<file path="config.mk">
export PLATFORM = sky130hd
export DESIGN_NAME = layer_sequencer
export DESIGN_NICKNAME = d
export VERILOG_FILES = /design/src/rtl/layer_sequencer_pkg.sv /design/src/rtl/layer_sequencer.sv
export SDC_FILE = /design/constraint.sdc
export NUM_CORES = 1
export LEC_CHECK = 0
export ABC_AREA = 1
export CAP_MARGIN = 20
export CORE_MARGIN = 2
export CORE_UTILIZATION = 38
export CTS_BUF_LIST = sky130_fd_sc_hd__clkbuf_2
export CTS_CLUSTER_SIZE = 16
export DETAILED_ROUTE_END_ITERATION = 10
export GPL_ROUTABILITY_DRIVEN = 0
export PLACE_DENSITY = 0.83
export RECOVER_POWER = 100
export SYNTH_ARGS = -nofsm -noshare
export SYNTH_HDL_FRONTEND = slang
export SYNTH_SLANG_ARGS = --single-unit
</file>
<file path="constraint.sdc">
create_clock -name clk -period 2.29 [get_ports clk]
set_input_delay 0.687 -clock clk [delete_from_list [all_inputs] [get_ports clk]]
set_output_delay 0.687 -clock clk [all_outputs]
set_load 0.02 [all_outputs]
</file>
<file path="src/rtl/layer_sequencer_pkg.sv">
// Shared definitions for the layer sequencer: controller state encoding and the
// "no neuron selected" configuration value.
package layer_sequencer_pkg;

    typedef enum logic [2:0] {
        ST_IDLE  = 3'd0,
        ST_LOAD  = 3'd1,
        ST_FEED  = 3'd2,
        ST_WAIT  = 3'd3,
        ST_DRAIN = 3'd4
    } state_t;

    localparam logic [31:0] CFG_NONE = 32'hFFFF_FFFF;

endpackage

</file>
<file path="src/rtl/layer_sequencer.sv">
// One-layer controller: streams weights into the neuron array, broadcasts activations,
// collects per-neuron results and serialises them to the next layer.
module layer_sequencer
    import layer_sequencer_pkg::*;
#(
    parameter int layerNo   = 0,
    parameter int numNeuron = 4,
    parameter int numWeight = 10,
    parameter int dataWidth = 16,
    parameter int timeout   = 64
) (
    input  logic                           clk,
    input  logic                           rst,
    input  logic                           start,
    input  logic                           load_start,
    input  logic                           s_wvalid,
    input  logic [31:0]                    s_wdata,
    output logic                           s_wready,
    output logic [$clog2(numWeight)-1:0]   in_rd_addr,
    input  logic [dataWidth-1:0]           in_rd_data,
    output logic [dataWidth-1:0]           neuron_in,
    output logic                           neuron_in_valid,
    output logic                           weightValid,
    output logic [31:0]                    weightValue,
    output logic [31:0]                    config_layer_num,
    output logic [31:0]                    config_neuron_num,
    input  logic [numNeuron-1:0]           neuron_outvalid,
    input  logic [numNeuron*dataWidth-1:0] neuron_out,
    output logic                           out_valid,
    output logic [dataWidth-1:0]           out_data,
    output logic [$clog2(numNeuron)-1:0]   out_idx,
    output logic                           busy,
    output logic                           done,
    output logic                           err
);

    localparam int AW = $clog2(numWeight);
    localparam int NW = $clog2(numNeuron);
    localparam int TW = $clog2(timeout + 1);

    state_t                 state;
    state_t                 state_next;
    logic [AW-1:0]          addr_cnt;
    logic                   feed_tail;
    logic [AW-1:0]          w_cnt;
    logic [NW-1:0]          n_cnt;
    logic [TW-1:0]          wait_cnt;
    logic [numNeuron-1:0]   captured;
    logic [dataWidth-1:0]   results [numNeuron];
    logic                   in_valid_q;
    logic                   accept;
    logic                   load_last;
    logic                   drain_last;
    logic                   timed_out;

    assign accept     = (state == ST_LOAD) && s_wvalid;
    assign load_last  = accept && (w_cnt == AW'(numWeight - 1)) && (n_cnt == NW'(numNeuron - 1));
    assign drain_last = (state == ST_DRAIN) && (n_cnt == NW'(numNeuron - 1));
    assign timed_out  = (state == ST_WAIT) && !(&captured) && (wait_cnt == TW'(timeout - 1));

    always_ff @(posedge clk) begin
        if (rst) state <= ST_IDLE;
        else     state <= state_next;
    end

    // Load request wins over start when both arrive together in IDLE.
    always_comb begin
        state_next = state;
        case (state)
            ST_IDLE:  if (load_start) state_next = ST_LOAD;
                      else if (start) state_next = ST_FEED;
            ST_LOAD:  if (load_last) state_next = ST_IDLE;
            ST_FEED:  if (feed_tail) state_next = ST_WAIT;
            ST_WAIT:  if (&captured) state_next = ST_DRAIN;
                      else if (timed_out) state_next = ST_IDLE;
            ST_DRAIN: if (drain_last) state_next = ST_IDLE;
            default:  state_next = ST_IDLE;
        endcase
    end

    always_comb begin
        s_wready          = (state == ST_LOAD);
        weightValid       = accept;
        weightValue       = accept ? s_wdata : 32'd0;
        config_layer_num  = 32'(layerNo);
        config_neuron_num = (state == ST_LOAD) ? 32'(n_cnt) : CFG_NONE;
        in_rd_addr        = (state == ST_FEED) ? addr_cnt : '0;
        out_valid         = (state == ST_DRAIN);
        out_idx           = (state == ST_DRAIN) ? n_cnt : '0;
        out_data          = (state == ST_DRAIN) ? results[n_cnt] : '0;
        busy              = (state != ST_IDLE);
    end

    // The buffer has one cycle of read latency, so its data lines up with the
    // registered valid and is forwarded directly.
    assign neuron_in_valid = in_valid_q;
    assign neuron_in       = in_valid_q ? in_rd_data : '0;

    always_ff @(posedge clk) begin
        if (rst) begin
            addr_cnt   <= '0;
            feed_tail  <= 1'b0;
            w_cnt      <= '0;
            n_cnt      <= '0;
            wait_cnt   <= '0;
            captured   <= '0;
            in_valid_q <= 1'b0;
            done       <= 1'b0;
            err        <= 1'b0;
            for (int n = 0; n < numNeuron; n++) results[n] <= '0;
        end else begin
            done       <= 1'b0;
            err        <= 1'b0;
            in_valid_q <= (state == ST_FEED) && !feed_tail;
            case (state)
                ST_IDLE: begin
                    addr_cnt  <= '0;
                    feed_tail <= 1'b0;
                    w_cnt     <= '0;
                    n_cnt     <= '0;
                    wait_cnt  <= '0;
                end
                ST_LOAD: begin
                    if (accept) begin
                        if (w_cnt == AW'(numWeight - 1)) begin
                            w_cnt <= '0;
                            if (n_cnt != NW'(numNeuron - 1)) n_cnt <= n_cnt + NW'(1);
                        end else begin
                            w_cnt <= w_cnt + AW'(1);
                        end
                    end
                    if (load_last) begin
                        done  <= 1'b1;
                        n_cnt <= '0;
                    end
                end
                // One extra tail cycle lets the last broadcast pulse finish before WAIT.
                ST_FEED: begin
                    wait_cnt <= '0;
                    captured <= '0;
                    if (!feed_tail) begin
                        if (addr_cnt == AW'(numWeight - 1)) begin
                            addr_cnt  <= '0;
                            feed_tail <= 1'b1;
                        end else begin
                            addr_cnt <= addr_cnt + AW'(1);
                        end
                    end else begin
                        feed_tail <= 1'b0;
                    end
                end
                ST_WAIT: begin
                    wait_cnt <= wait_cnt + TW'(1);
                    for (int n = 0; n < numNeuron; n++) begin
                        if (neuron_outvalid[n] && !captured[n]) begin
                            results[n]  <= neuron_out[n*dataWidth +: dataWidth];
                            captured[n] <= 1'b1;
                        end
                    end
                    if (timed_out) begin
                        err      <= 1'b1;
                        captured <= '0;
                    end
                end
                ST_DRAIN: begin
                    if (drain_last) begin
                        done     <= 1'b1;
                        captured <= '0;
                        n_cnt    <= '0;
                    end else begin
                        n_cnt <= n_cnt + NW'(1);
                    end
                end
                default: ;
            endcase
        end
    end

endmodule

</file>
==> flow_summary.ini <==
[die]
row_count = 43
io_pins = 262
dieArea_mm2 = 0.0154
start_util = 0.391
core_area_mm2 = 0.0140
die_h_um = 124
die_w_um = 124

[route]
drc = 0
wl_per_cell_um = 16.1
vias_per_cell = 4.68
via_count = 5398
ant_nets = 0
drt_first_iter_violations = 367
wl_um = 18500
firstDrtPassIters = 7

[synthesis]
synth.distinct_cells = 37
yosys_most_used_dff = edfxtp_1
synth_most_common_cell = nor2_1
post-synth-top-area-cell = edfxtp_1
synth_async_sr_flop_share = 0
synth-edff-count = 64
synth_area_mm2 = 0.00547
yosysWarnings = 0
yosysTopAreaCellShare = 0.351
yosys-top-cells-count = 186 x nor2_1, 140 x inv_1, 66 x nand2_1
synth_top_cells_by_area = edfxtp_1 35%, nor2_1 13%, dfxtp_1 11%
synth.avg_cell_area_um2 = 7.59
synth_seq_cells = 94
syn_inst = 721
yosysSeqAreaShare = 0.461

[setup_path]
worstPathMaxFanout = 8
cp-end-kind = primary output
crit_type = reg2out
r2r_start = state[2]$_SDFFE_PP0P_
crit_arrival_ps = 1840
ff2ff_setup_slack_ps = 360
r2r_cells = 8
cp.required_ps = 1600
cp-start-kind = flop
reg2reg_to = results[0][4]$_SDFFCE_PN0P_

[layout]
multi_input_area_mm2 = 0.00241
layout.nets = 1096
antenna_cells = 0
fillers = 1089
seq_area_mm2 = 0.00254
final_cell_area_mm2 = 0.00886
area_growth_pct = 62.0
drive_above_1_share = 0.310

[timing]
fin_worst_skew_ps = 34.2
max_freq_ghz = 0.395
slew_headroom = 0.659
setup_viol = 69
finalCritPeriodShare = 1.11
finalCriticalPeriod_ps = 2530
drv_slew = 0
hold_viol = 0
rsz0062_at_grt = true
tns_ps = -9370
tightest_slew_ps = 511
finalWorstSetupSlack_ps = -242

[clock_tree]
clockBufferDepth = 2
cts-root-buf = clkbuf_2
holdBufCountCts = 0
cts_buffers = 9
cts_sinks = 94
htree_num_levels = 3
cts_tree = yes
cts.clk_slew.worst_paths_ps = 240
clk_latency_ps = 550

[placed_design]
io_buffers = 229
dp_hpwl_um = 12900
post_dp_cell_area_mm2 = 0.00787
dp_worst_setup_slack_ps = -789

[min_path]
hold_path_class = reg2reg
min_from = wait_cnt[6]$_SDFFE_PP0P_
holdPathStages = 2
hold_end = wait_cnt[6]$_SDFFE_PP0P_

[run_status]
status = complete, but fails checks
violations = negative setup slack

[global_routing]
grt_pass1_vias = 4813
antenna_found_initial = 0
gr-total-overflow = 0
grt_max_degree = 34
grt_util_all_layers = 0.216
grt_pass1_wl_um = 25100

[pwr]
powerDensity_mw_per_mm2 = 728
ir_drop_v = 0.000446
p_leak_nw = 4.05
totalPowerFinal_mw = 6.46

[run]
drv_cap = 0
-- worst max-delay path by stage --
stage	startpoint	to	depth (start not counted)
final	flop	out_data[8]	7
after global routing	state[2]$_SDFFE_PP0P_	weightValue[22]	7
after CTS	flop	out_data[1]	6
after detailed placement	s_wvalid	weightValue[22]	6
after global placement	s_wvalid	weightValue[30]	6
after floorplan	state[2]$_SDFFE_PP0P_	weightValue[10]	6
-- cells by family (layout without fill, tap and decap cells) --
logic type,Yosys count,count (layout),share of synthesized area
AO/OA/AOI/OAI,89,89,0.0851
flip-flops,94,94,0.461
adder cells (fa/ha/maj),6,6,0.0137
other,1,32,0.000685
buffers and inverters,235,456,0.208
AND/OR/NAND/NOR,296,296,0.232
-- metrics by stage --
| stage | cells | hold slack, ps | util |
|---|---|---|---|
| after floorplan | 752 | 445 | - |
| after global placement | 1111 | 452 | 0.563 |
| after detailed placement | 1111 | 458 | 0.563 |
| after CTS | 1142 | 485 | 0.590 |
| after global routing | 1153 | 510 | 0.634 |
| final | 1153 | 489 | 0.634 |
-- flip-flops by register name, summed over array words and instances, names as in the netlist, named ones only --
register         count
addr_cnt             4
captured             4
neuron_in_valid      1
results             64
state                3
feed_tail            1
w_cnt                4
n_cnt                2
wait_cnt             7
done                 1
err                  1
-- worst max-delay path, stage by stage (launching register included) --
cell     delay [ps]
dfxtp_4         480
buf_12          130
buf_16          120
nor2_1           50
nor2_1          100
o21ai_1         110
a21oi_1         160
buf_4           170
-- metal layers --
metal | GRT usage | vias to the layer above | share of wire
met4 | 0.0744 | 0 | 0.033
met1 | 0.287 | 2520 | 0.41
met5 | 0 | - | 0
met2 | 0.360 | 231 | 0.50
li1 | - | 2602 | -
met3 | 0.0357 | 45 | 0.052
-- cell usage in the layout, fill, tap and decap left out, types with 6 or more instances in the layout --
master	count
buf_4	58
edfxtp_1	64
o21ai_1	26
o21ai_0	12
buf_6	61
nor2_4	52
dfxtp_1	24
clkdlybuf4s15_1	7
nor3_1	6
ha_1	6
nand3_1	11
clkbuf_2	15
a21oi_1	29
nor2_2	26
nand2_1	63
o21ai_2	11
buf_8	11
inv_2	8
nor2_1	122
buf_2	9
conb_1	32
clkdlybuf4s50_1	119
inv_1	137
buf_12	8
-- power by group --
| group | switching, mW | leakage (nW) | total [mW] | internal, mW |
|---|---|---|---|---|
| logic | 2.00 | 3.09 | 3.60 | 1.60 |
| registers | 0.124 | 0.909 | 2.13 | 2.00 |
| clock network | 0.584 | 0.0485 | 0.728 | 0.144 |
| total | 2.71 | 4.05 | 6.46 | 3.75 |
-- repair_timing --
item / CTS / global route
setup buffers: 14 / 10
setup endpoints to repair: 106 / 97
gates cloned: 3 / 5
gates resized for setup: 534 / 232
pin swaps: 26 / 29
hold endpoints to repair: 0 / 0
-- area by class of cell --
cell class | count | share of cell area
clock inverters | 6 | 0.00536
inverters | 151 | 0.0688
repair buffers | 288 | 0.332
flip-flops and latches | 94 | 0.286
clock buffers | 9 | 0.00508
well taps | 180 | 0.0254
repair inverters | 2 | 0.00522
multi-input cells | 423 | 0.272
No activity file was read; power rests on OpenSTA's default activity.
